$ cat src/rtl/vend_pkg.sv
// vend_pkg: shared states, error codes and width defaults for the vending sequencer
package vend_pkg;
   localparam int DEF_ITEM_ADDR = 10;
   localparam int DEF_NO_ITEMS_ADDR = 8;
   localparam int DEF_AMOUNT_W = 16;
   localparam int DEF_LOOKUP_LAT = 3;
   localparam int DEF_TIMEOUT_CYC = 1000;
   typedef enum logic [2:0] {
      S_IDLE,
      S_LOOKUP,
      S_CHECK,
      S_COLLECT,
      S_DISPENSE,
      S_SETTLE,
      S_CHANGE
   } state_t;
   localparam logic [1:0] ERR_NONE = 2'd0;
   localparam logic [1:0] ERR_SOLD_OUT = 2'd1;
   localparam logic [1:0] ERR_BAD_QTY = 2'd2;
   localparam logic [1:0] ERR_ABORT = 2'd3;
endpackage

$ cat src/rtl/vend_sequencer_if.sv
// vend_sequencer_if: purchase, coin, table-lookup and result signals of the sequencer
interface vend_sequencer_if
   import vend_pkg::*;
#(
   parameter int ITEM_ADDR = DEF_ITEM_ADDR,
   parameter int NO_ITEMS_ADDR = DEF_NO_ITEMS_ADDR,
   parameter int AMOUNT_W = DEF_AMOUNT_W
) ();
   logic cfg_mode;
   logic sel_valid;
   logic [ITEM_ADDR-1:0] sel_id;
   logic [NO_ITEMS_ADDR-1:0] sel_qty;
   logic coin_valid;
   logic [7:0] coin_value;
   logic cancel;
   logic [ITEM_ADDR-1:0] item_id;
   logic [NO_ITEMS_ADDR-1:0] avail_count;
   logic [NO_ITEMS_ADDR-1:0] item_price;
   logic dispense_valid;
   logic [NO_ITEMS_ADDR-1:0] no_items_dispensed;
   logic coin_reject;
   logic change_valid;
   logic [AMOUNT_W-1:0] change_amount;
   logic err_valid;
   logic [1:0] err_code;
   logic busy;
   modport slave (
      input cfg_mode, sel_valid, sel_id, sel_qty, coin_valid, coin_value, cancel,
      input avail_count, item_price,
      output item_id, dispense_valid, no_items_dispensed, coin_reject,
      output change_valid, change_amount, err_valid, err_code, busy
   );
   modport master (
      output cfg_mode, sel_valid, sel_id, sel_qty, coin_valid, coin_value, cancel,
      output avail_count, item_price,
      input item_id, dispense_valid, no_items_dispensed, coin_reject,
      input change_valid, change_amount, err_valid, err_code, busy
   );
endinterface

$ cat src/rtl/vend_timer.sv
// vend_timer: loadable down-counter that parks at zero; done while the count is zero
module vend_timer #(
   parameter int W = 10
) (
   input logic clk,
   input logic rst,
   input logic load,
   input logic [W-1:0] load_val,
   output logic done
);
   logic [W-1:0] cnt;
   always_ff @(posedge clk) begin
      if (rst) cnt <= '0;
      else if (load) cnt <= load_val;
      else if (cnt != '0) cnt <= cnt - W'(1);
   end
   assign done = cnt == '0;
endmodule

$ cat src/rtl/vend_sequencer.sv
// vend_sequencer: purchase sequencer driving a pipelined stock/price table
// Outputs are registered from the next state so strobes coincide with their state.
module vend_sequencer
   import vend_pkg::*;
#(
   parameter int ITEM_ADDR = DEF_ITEM_ADDR,
   parameter int NO_ITEMS_ADDR = DEF_NO_ITEMS_ADDR,
   parameter int AMOUNT_W = DEF_AMOUNT_W,
   parameter int LOOKUP_LAT = DEF_LOOKUP_LAT,
   parameter int TIMEOUT_CYC = DEF_TIMEOUT_CYC
) (
   input logic clk,
   input logic rst,
   vend_sequencer_if.slave bus
);
   localparam int TW = $clog2((TIMEOUT_CYC > LOOKUP_LAT ? TIMEOUT_CYC : LOOKUP_LAT) + 1);
   localparam int PW = 2 * NO_ITEMS_ADDR;
   state_t state, nxt;
   logic [ITEM_ADDR-1:0] id_r;
   logic [NO_ITEMS_ADDR-1:0] qty_r;
   logic [AMOUNT_W-1:0] paid, paid_nxt, cost_r, cost_c, due_nxt;
   logic [AMOUNT_W:0] sum_ext;
   logic [PW-1:0] prod;
   logic [TW-1:0] t_val;
   logic [1:0] err_nxt;
   logic t_load, t_done, start, abort;
   assign start = state == S_IDLE && bus.sel_valid && !bus.cfg_mode;
   assign prod = PW'(bus.item_price) * PW'(qty_r);
   assign cost_c = AMOUNT_W'(prod);
   assign sum_ext = {1'b0, paid} + (AMOUNT_W + 1)'(bus.coin_value);
   assign paid_nxt = !(state == S_COLLECT && bus.coin_valid) ? paid
                   : sum_ext[AMOUNT_W] ? '1 : sum_ext[AMOUNT_W-1:0];
   // without a coin paid is still short of cost, so timeout never races completion
   assign abort = bus.cancel || bus.cfg_mode || (t_done && !bus.coin_valid);
   assign bus.item_id = id_r;
   vend_timer #(.W(TW)) u_timer (
      .clk(clk),
      .rst(rst),
      .load(t_load),
      .load_val(t_val),
      .done(t_done)
   );
   always_comb begin
      nxt = state;
      t_load = 1'b0;
      t_val = TW'(LOOKUP_LAT - 1);
      err_nxt = ERR_NONE;
      due_nxt = '0;
      case (state)
         S_IDLE: if (start) begin
            nxt = S_LOOKUP;
            t_load = 1'b1;
         end
         S_LOOKUP: nxt = t_done ? S_CHECK : S_LOOKUP;
         S_CHECK: begin
            if (qty_r == '0) begin
               nxt = S_IDLE;
               err_nxt = ERR_BAD_QTY;
            end else if (qty_r > bus.avail_count) begin
               nxt = S_IDLE;
               err_nxt = ERR_SOLD_OUT;
            end else if (cost_c == '0) nxt = S_DISPENSE;
            else begin
               nxt = S_COLLECT;
               t_load = 1'b1;
               t_val = TW'(TIMEOUT_CYC - 1);
            end
         end
         S_COLLECT: begin
            t_load = bus.coin_valid;
            t_val = TW'(TIMEOUT_CYC - 1);
            if (abort) begin
               nxt = S_CHANGE;
               err_nxt = ERR_ABORT;
               due_nxt = paid_nxt;
            end else if (paid_nxt >= cost_r) nxt = S_DISPENSE;
         end
         S_DISPENSE: begin
            nxt = S_SETTLE;
            t_load = 1'b1;
         end
         S_SETTLE: if (t_done) begin
            nxt = S_CHANGE;
            due_nxt = paid - cost_r;
         end
         S_CHANGE: nxt = S_IDLE;
         default: nxt = S_IDLE;
      endcase
   end
   always_ff @(posedge clk) begin
      if (rst) begin
         state <= S_IDLE;
         id_r <= '0;
         qty_r <= '0;
         paid <= '0;
         cost_r <= '0;
         bus.dispense_valid <= 1'b0;
         bus.no_items_dispensed <= '0;
         bus.coin_reject <= 1'b0;
         bus.change_valid <= 1'b0;
         bus.change_amount <= '0;
         bus.err_valid <= 1'b0;
         bus.err_code <= ERR_NONE;
         bus.busy <= 1'b0;
      end else begin
         state <= nxt;
         if (start) begin
            id_r <= bus.sel_id;
            qty_r <= bus.sel_qty;
         end
         paid <= start ? '0 : paid_nxt;
         if (state == S_CHECK) cost_r <= cost_c;
         bus.dispense_valid <= nxt == S_DISPENSE;
         if (nxt == S_DISPENSE) bus.no_items_dispensed <= qty_r;
         bus.coin_reject <= bus.coin_valid && state != S_COLLECT;
         bus.change_valid <= nxt == S_CHANGE && due_nxt != '0;
         if (nxt == S_CHANGE) bus.change_amount <= due_nxt;
         bus.err_valid <= err_nxt != ERR_NONE;
         if (err_nxt != ERR_NONE) bus.err_code <= err_nxt;
         bus.busy <= nxt != S_IDLE;
      end
   end
endmodule

$ cat src/flat_wrapper.sv
// flat-port wrapper written by rule: the top's interface ports become plain ports
module vend_sequencer_flat import vend_pkg::*;
#(
   parameter int ITEM_ADDR = DEF_ITEM_ADDR,
   parameter int NO_ITEMS_ADDR = DEF_NO_ITEMS_ADDR,
   parameter int AMOUNT_W = DEF_AMOUNT_W,
   parameter int LOOKUP_LAT = DEF_LOOKUP_LAT,
   parameter int TIMEOUT_CYC = DEF_TIMEOUT_CYC
)
  (clk, rst, bus_cfg_mode, bus_sel_valid, bus_sel_id, bus_sel_qty, bus_coin_valid, bus_coin_value, bus_cancel, bus_avail_count, bus_item_price, bus_item_id, bus_dispense_valid, bus_no_items_dispensed, bus_coin_reject, bus_change_valid, bus_change_amount, bus_err_valid, bus_err_code, bus_busy);
  vend_sequencer_if #(.ITEM_ADDR(ITEM_ADDR), .NO_ITEMS_ADDR(NO_ITEMS_ADDR), .AMOUNT_W(AMOUNT_W)) bus_i ();
  input logic clk;
  input logic rst;
  input wire logic [$bits(bus_i.cfg_mode)-1:0] bus_cfg_mode;
  input wire logic [$bits(bus_i.sel_valid)-1:0] bus_sel_valid;
  input wire logic [$bits(bus_i.sel_id)-1:0] bus_sel_id;
  input wire logic [$bits(bus_i.sel_qty)-1:0] bus_sel_qty;
  input wire logic [$bits(bus_i.coin_valid)-1:0] bus_coin_valid;
  input wire logic [$bits(bus_i.coin_value)-1:0] bus_coin_value;
  input wire logic [$bits(bus_i.cancel)-1:0] bus_cancel;
  input wire logic [$bits(bus_i.avail_count)-1:0] bus_avail_count;
  input wire logic [$bits(bus_i.item_price)-1:0] bus_item_price;
  output wire logic [$bits(bus_i.item_id)-1:0] bus_item_id;
  output wire logic [$bits(bus_i.dispense_valid)-1:0] bus_dispense_valid;
  output wire logic [$bits(bus_i.no_items_dispensed)-1:0] bus_no_items_dispensed;
  output wire logic [$bits(bus_i.coin_reject)-1:0] bus_coin_reject;
  output wire logic [$bits(bus_i.change_valid)-1:0] bus_change_valid;
  output wire logic [$bits(bus_i.change_amount)-1:0] bus_change_amount;
  output wire logic [$bits(bus_i.err_valid)-1:0] bus_err_valid;
  output wire logic [$bits(bus_i.err_code)-1:0] bus_err_code;
  output wire logic [$bits(bus_i.busy)-1:0] bus_busy;
  assign bus_i.cfg_mode = bus_cfg_mode;
  assign bus_i.sel_valid = bus_sel_valid;
  assign bus_i.sel_id = bus_sel_id;
  assign bus_i.sel_qty = bus_sel_qty;
  assign bus_i.coin_valid = bus_coin_valid;
  assign bus_i.coin_value = bus_coin_value;
  assign bus_i.cancel = bus_cancel;
  assign bus_i.avail_count = bus_avail_count;
  assign bus_i.item_price = bus_item_price;
  assign bus_item_id = bus_i.item_id;
  assign bus_dispense_valid = bus_i.dispense_valid;
  assign bus_no_items_dispensed = bus_i.no_items_dispensed;
  assign bus_coin_reject = bus_i.coin_reject;
  assign bus_change_valid = bus_i.change_valid;
  assign bus_change_amount = bus_i.change_amount;
  assign bus_err_valid = bus_i.err_valid;
  assign bus_err_code = bus_i.err_code;
  assign bus_busy = bus_i.busy;
  vend_sequencer #(.ITEM_ADDR(ITEM_ADDR), .NO_ITEMS_ADDR(NO_ITEMS_ADDR), .AMOUNT_W(AMOUNT_W), .LOOKUP_LAT(LOOKUP_LAT), .TIMEOUT_CYC(TIMEOUT_CYC)) u_core (.clk(clk), .rst(rst), .bus(bus_i));
endmodule
$ cat config.mk
export PLATFORM = sky130hd
export DESIGN_NAME = vend_sequencer_flat
export DESIGN_NICKNAME = d
export VERILOG_FILES = /design/src/rtl/vend_pkg.sv /design/src/rtl/vend_sequencer_if.sv /design/src/rtl/vend_timer.sv /design/src/rtl/vend_sequencer.sv /design/src/flat_wrapper.sv
export SDC_FILE = /design/constraint.sdc
export NUM_CORES = 1
export LEC_CHECK = 0
export ABC_AREA = 1
export BUFFER_PORTS_ARGS = -buffer_cell sky130_fd_sc_hd__buf_2
export CORE_ASPECT_RATIO = 0.9
export CORE_MARGIN = 2
export CORE_UTILIZATION = 48
export CTS_BUF_LIST = sky130_fd_sc_hd__clkbuf_16
export DETAILED_ROUTE_END_ITERATION = 8
export PLACE_DENSITY = 0.73
export SLEW_MARGIN = 20
export SYNTH_ARGS = -nofsm -noshare
export SYNTH_HDL_FRONTEND = slang
export SYNTH_SLANG_ARGS = --single-unit
$ cat constraint.sdc
create_clock -name clk -period 5.4 [get_ports clk]
set_input_delay 1.35 -clock clk [delete_from_list [all_inputs] [get_ports clk]]
set_output_delay 1.35 -clock clk [all_outputs]
set_load 0.02 [all_outputs]
Yosys cells after proc, flatten, opt, wreduce, memory -nomap -nowiden

Cells that the tools add are included.

Register bits: 94
Bits in latches: 0
RAM bits: 0
ROM bits: 0
Output and inout port bits: 41
Word-level logic and storage cells: 77
Memories: 0

$add $sub $neg: 3
Multiply operators: 1
Div/mod/pow operators: 0
$lt $le $gt $ge: 2
Equal/unequal tests: 8
Shifts and indexed selects: 0
Multiplexer cells: 29
Bitwise gates (word level): 0
Reductions and logical operators: 20

Operators by type and width:

| operator                                           | count |
|---|---|
| two-way mux 16 bit                                 | 4 |
| two-way mux 10 bit                                 | 5 |
| case mux 16 bit (2 select lines)                   | 1 |
| two-way mux 3 bit                                  | 7 |
| case mux 10 bit (2 select lines)                   | 1 |
| case mux 3 bit (6 select lines)                    | 1 |
| adder 16 x 8 -> 17 bit                             | 1 |
| >= comparator 16 bit                               | 1 |
| zero test 16 bit                                   | 1 |
| multiplier 8 x 8 -> 16 bit                         | 1 |
| nonzero test 16 bit                                | 1 |
| subtractor 16 bit                                  | 1 |
| == test 3 bit, second input constant               | 4 |
| zero test 10 bit                                   | 1 |
| nonzero test 10 bit                                | 1 |
| subtractor 10 x 1 -> 10 bit, second input constant | 1 |
| > comparator 8 bit                                 | 1 |
| zero test 8 bit                                    | 1 |
| == test 3 x 2 -> 1 bit, second input constant      | 2 |
| logical AND 1 bit                                  | 6 |
| two-way mux 2 bit                                  | 3 |
| two-way mux 1 bit                                  | 5 |
| case mux 1 bit (4 select lines)                    | 1 |
| case mux 2 bit (2 select lines)                    | 1 |
| 8 further kinds                                    | 11 |

Longest topological paths before layout

Word-level depth: 9
Gate-level depth with buffers: 30
Mapped depth without buffers: 29

Modules after synthesis

Synthesis repeated with hierarchy kept, for this count alone.

Cells, all modules: 1363
Area total of the unflattened synthesis: 8759.7 um2

By module, submodules not included:

| module         | times used | cells an instance | area each (um2) | seq. area each (um2) |
|---|---|---|---|---|
| vend_sequencer | 1          | 1252              | 8086.5          | 1681.6 |
| vend_timer     | 1          | 111               | 673.1           | 200.2 |

Worst setup path after synthesis

OpenSTA, ideal clock, no wires.

Path kind: input-to-reg
From: input bus_item_price[0]
To: register u_core.bus.change_amount[11]
Setup time: 112 ps
Arrival: 5609 ps
Setup slack: -321 ps
Cell stages on the path: 26
Path buffers: 3
Cells stage by stage: clkbuf_1 -> nand2_1 -> fa_1 -> fa_1 -> inv_1 -> fa_1 -> inv_1 -> fa_1 -> inv_1 -> ha_1 -> nand2_1 -> inv_1 -> nand2_1 -> nand2_1 -> nand2_1 -> nand3_1 -> nand2_1 -> nand2_1 -> nor2_1 -> nand4_1 -> a21boi_2 -> nand2_1 -> buf_6 -> buf_6 -> nor2_2 -> nor2_1

Word-level cells in the longest chain between the ends: 7

RTL lines:

| item                            | RTL line                | text |
|---|---|---|
| start: declaration              | flat_wrapper.sv:22      | `input wire logic [$bits(bus_i.item_price)-1:0] bus_item_price;` |
| multiplier 8 x 8 -> 16 bit      | vend_sequencer.sv:28    | `assign prod = PW'(bus.item_price) * PW'(qty_r);` |
| zero test 16 bit                | vend_sequencer.sv:62    | `end else if (cost_c == '0) nxt = S_DISPENSE;` |
| two-way mux 3 bit               | vend_sequencer.sv:62    |  |
| two-way mux 3 bit               | vend_sequencer.sv:59    | `end else if (qty_r > bus.avail_count) begin` |
| two-way mux 3 bit               | vend_sequencer.sv:56    | `if (qty_r == '0) begin` |
| case mux 3 bit (6 select lines) | vend_sequencer.sv:49    | `case (state)` |
| == test 3 bit                   | vend_sequencer.sv:117   | `if (nxt == S_CHANGE) bus.change_amount <= due_nxt;` |
| end signal: assignment          | vend_sequencer.sv:117   |  |
| end: declaration                | vend_sequencer_if.sv:31 | `output change_valid, change_amount, err_valid, err_code, busy` |

No other way between the ends.
A chain may end at the register's enable or synchronous reset.

Worst setup path in the final report

From: input bus_item_price[4]
To: register u_core.bus.change_amount[8]

The elaborated chain is that of the path after synthesis.

==> results_dict.tcl <==
set metrics [dict create \
    finalInstanceArea_um2 10280 \
    drc_errors 0 \
    fin_crit_ns 5.363 \
    clock_latency_ns 0.36 \
    finalHoldViolCount 0 \
    grt_start_max_net_pins 32 \
    critical_path_class "in2reg" \
    cts_sinks 94 \
    hold_path_depth 2 \
    power_w 0.003156 \
    layout_common_cells "nand2_1, inv_1, nor2_1" \
    num_vias 8430 \
    place_area_um2 9661 \
    powerDensity_nw_per_um2 306.9 \
    worst_ep_arrival_time_ns 5.66 \
    htree_levels 3 \
    syn-cell-area_um2 8566 \
    hpwl_um 17280 \
    start_util 0.4880 \
    critical_path.startpoint_type "input port" \
    syn_to_final_growth_pct 20.06 \
    slew_viol_final 0 \
    grt_usage 0.2410 \
    synth_nets 1509 \
    drtPass1Iterations 5 \
    finalCritPeriodShare 0.9931 \
    insertedDiodeCount 0 \
    numCtsBuffers 9 \
    ctsHoldBuffers 0 \
    dp_slack_ns -0.3891 \
    io_buffer_count 88 \
    clock.fmax_ghz 0.1865 \
    ys_types 42 \
    dr.first_iter.drc_count 559 \
    antenna_left 0 \
    synth_edf_count 0 \
    die_h_um 130.7 \
    maxCapViolCount 0 \
    cp-end-kind "register" \
    cts_max_path_buffers 2 \
    antenna_found_initial 0 \
    cts_tree "built" \
    layout_commonest_cell "nand2_1" \
    skew_ns 0.008685 \
    pin_count 89 \
    holdWs_ns 0.4891 \
    clkTransAtPathRegs_ns 0.08 \
    synth_warnings 0 \
    wl_um 21780 \
    via_per_inst 4.944 \
    gp_congestion 0.9008 \
    placementRows 46 \
    async_reset_ff_frac 0 \
    status "finished clean" \
    dieArea_um2 18930 \
    grt_pass1_wl_um 36720 \
    grt-ovfl-total 0 \
    setup_viol 0 \
    setup_tns_ns 0 \
    rsz0062_at_grt "true" \
    r2r_slack_ns 0.51 \
    syn_inst 1339 \
    tightest_slew_ns 0.7065 \
    slew_headroom 0.5285 \
    final.fill_count 1675 \
    drive_gt1_frac 0.1911 \
    die_w_um 144.8 \
    peakVddDrop_v 0.0003663 \
    final.setup.worst_slack_ns 0.03740 \
    r2r_cells 24 \
    hp-class "reg2reg" \
    core_area_um2 17550 \
    ys_seq_area_frac 0.2197 \
    required_ns 5.70 \
    cts_root_buf "clkbuf_16" \
    ys_seq_elements 94 \
    ys.flop_type "dfxtp_1" \
    nets 1630 \
    syn_avg_cell_area_um2 6.397 \
    wire_per_inst_um 12.78 \
    path_max_fanout 8 \
    grt_pass1_vias 8102 \
    leakagePower_nw 6.023 \
]
repair_timing:
item,CTS,global route
hold endpoints to repair,0,0
buffers inserted,0,1
endpoints found under the setup margin,3,37
pin swaps,0,29
resized for setup,1,86
gates cloned,0,3
kinds of logic after synthesis:
kind of cell | after synthesis | synth area share
AOI/OAI and AO/OA | 139 | 0.08735
xor gates and xnor gates | 18 | 0.01840
adders and majority gates | 122 | 0.2115
buffers and inverters | 312 | 0.1394
DFF | 94 | 0.2197
and+or+nand+nor | 654 | 0.3237
cell usage after synthesis (2+ instances only):
master | number | area, um2
a21oi_1 | 71 | 355.3
buf_1 | 8 | 30.03
buf_2 | 6 | 30.03
buf_6 | 2 | 22.52
clkbuf_1 | 22 | 82.58
dfxtp_1 | 94 | 1882
fa_1 | 38 | 760.7
ha_1 | 84 | 1051
inv_1 | 269 | 1010
inv_2 | 4 | 15.01
nand2_1 | 350 | 1314
nand3_1 | 84 | 420.4
nand3_2 | 3 | 30.03
nand3b_1 | 6 | 45.04
nand4_1 | 19 | 118.9
nor2_1 | 148 | 555.5
nor2_2 | 13 | 81.33
nor3_1 | 10 | 50.05
nor4_1 | 4 | 25.02
o211ai_1 | 5 | 37.54
o21a_1 | 3 | 22.52
o21ai_0 | 51 | 255.2
o21bai_1 | 2 | 15.01
or2_2 | 9 | 56.30
xnor2_1 | 10 | 87.58
xor2_1 | 8 | 70.07
worst paths after layout:
path	start	endpoint
setup / recovery	bus_item_price[4]	u_core.bus.change_amount[8]
hold / removal	u_core.bus.no_items_dispensed[4]	u_core.bus.no_items_dispensed[4]
setup reg to reg	u_core.qty_r[4]	u_core.bus.change_amount[8]
hold reg to reg	u_core.bus.no_items_dispensed[4]	u_core.bus.no_items_dispensed[4]
layer usage:
metal  vias to the layer above  share of wire  global-route usage
li1                       4368              -                   -
met1                      3784           0.47              0.3280
met2                       258           0.45              0.3976
met3                        20          0.068             0.05029
met4                         0          0.012             0.05140
met5                         -              0                   0
area by class of cell:
class | count | area (um2) | area share
well taps | 240 | 300.3 | 0.02920
flip-flops and latches | 94 | 1882 | 0.1830
repair buffers | 148 | 973.4 | 0.09466
clock buffers | 9 | 225.2 | 0.02190
multi-input cells | 933 | 5799 | 0.5639
inverters | 274 | 1031 | 0.1003
clock inverters | 7 | 72.57 | 0.007057
state kept, by name, summed over array words and instances (netlist names):
register                       flops
u_core.bus.change_amount          16
u_core.cost_r                     16
u_core.paid                       16
u_core.bus.item_id                10
u_core.u_timer.cnt                10
u_core.bus.no_items_dispensed      8
u_core.qty_r                       8
u_core.state                       3
u_core.bus.err_code                2
u_core.bus.busy                    1
u_core.bus.change_valid            1
u_core.bus.coin_reject             1
u_core.bus.dispense_valid          1
u_core.bus.err_valid               1
critical path, stage by stage:
cell,delay (ns)
buf_8,0.11
buf_6,0.11
nand2_2,0.06
inv_2,0.04
fa_1,0.48
fa_1,0.51
fa_1,0.53
inv_2,0.04
fa_1,0.51
inv_2,0.05
ha_4,0.30
nand2_2,0.07
nand2_2,0.10
inv_2,0.04
nand2_2,0.07
inv_2,0.04
nand2_1,0.05
nand2_1,0.06
nand2_2,0.07
nand2_2,0.06
nor2_4,0.14
nand4_1,0.15
a21boi_2,0.24
nand2_4,0.13
buf_12,0.17
nand2_1,0.05
nand2_1,0.05
nor2_1,0.10
stage by stage:
stage,std cells,util
after floorplan,1339,-
after global placement,1685,0.5500
after detailed placement,1685,0.5503
after CTS,1701,0.5674
after global routing,1705,0.5858
final,1705,0.5858
report_power, final:
group / switching [W] / total, W / internal [W]
Clock: 0.000316 / 0.000644 / 0.000328
Sequential: 0.0000720 / 0.000847 / 0.000775
Combinational: 0.000974 / 0.00167 / 0.000692
Total: 0.00136 / 0.00316 / 0.00179
(Power assumes the default switching activity.)
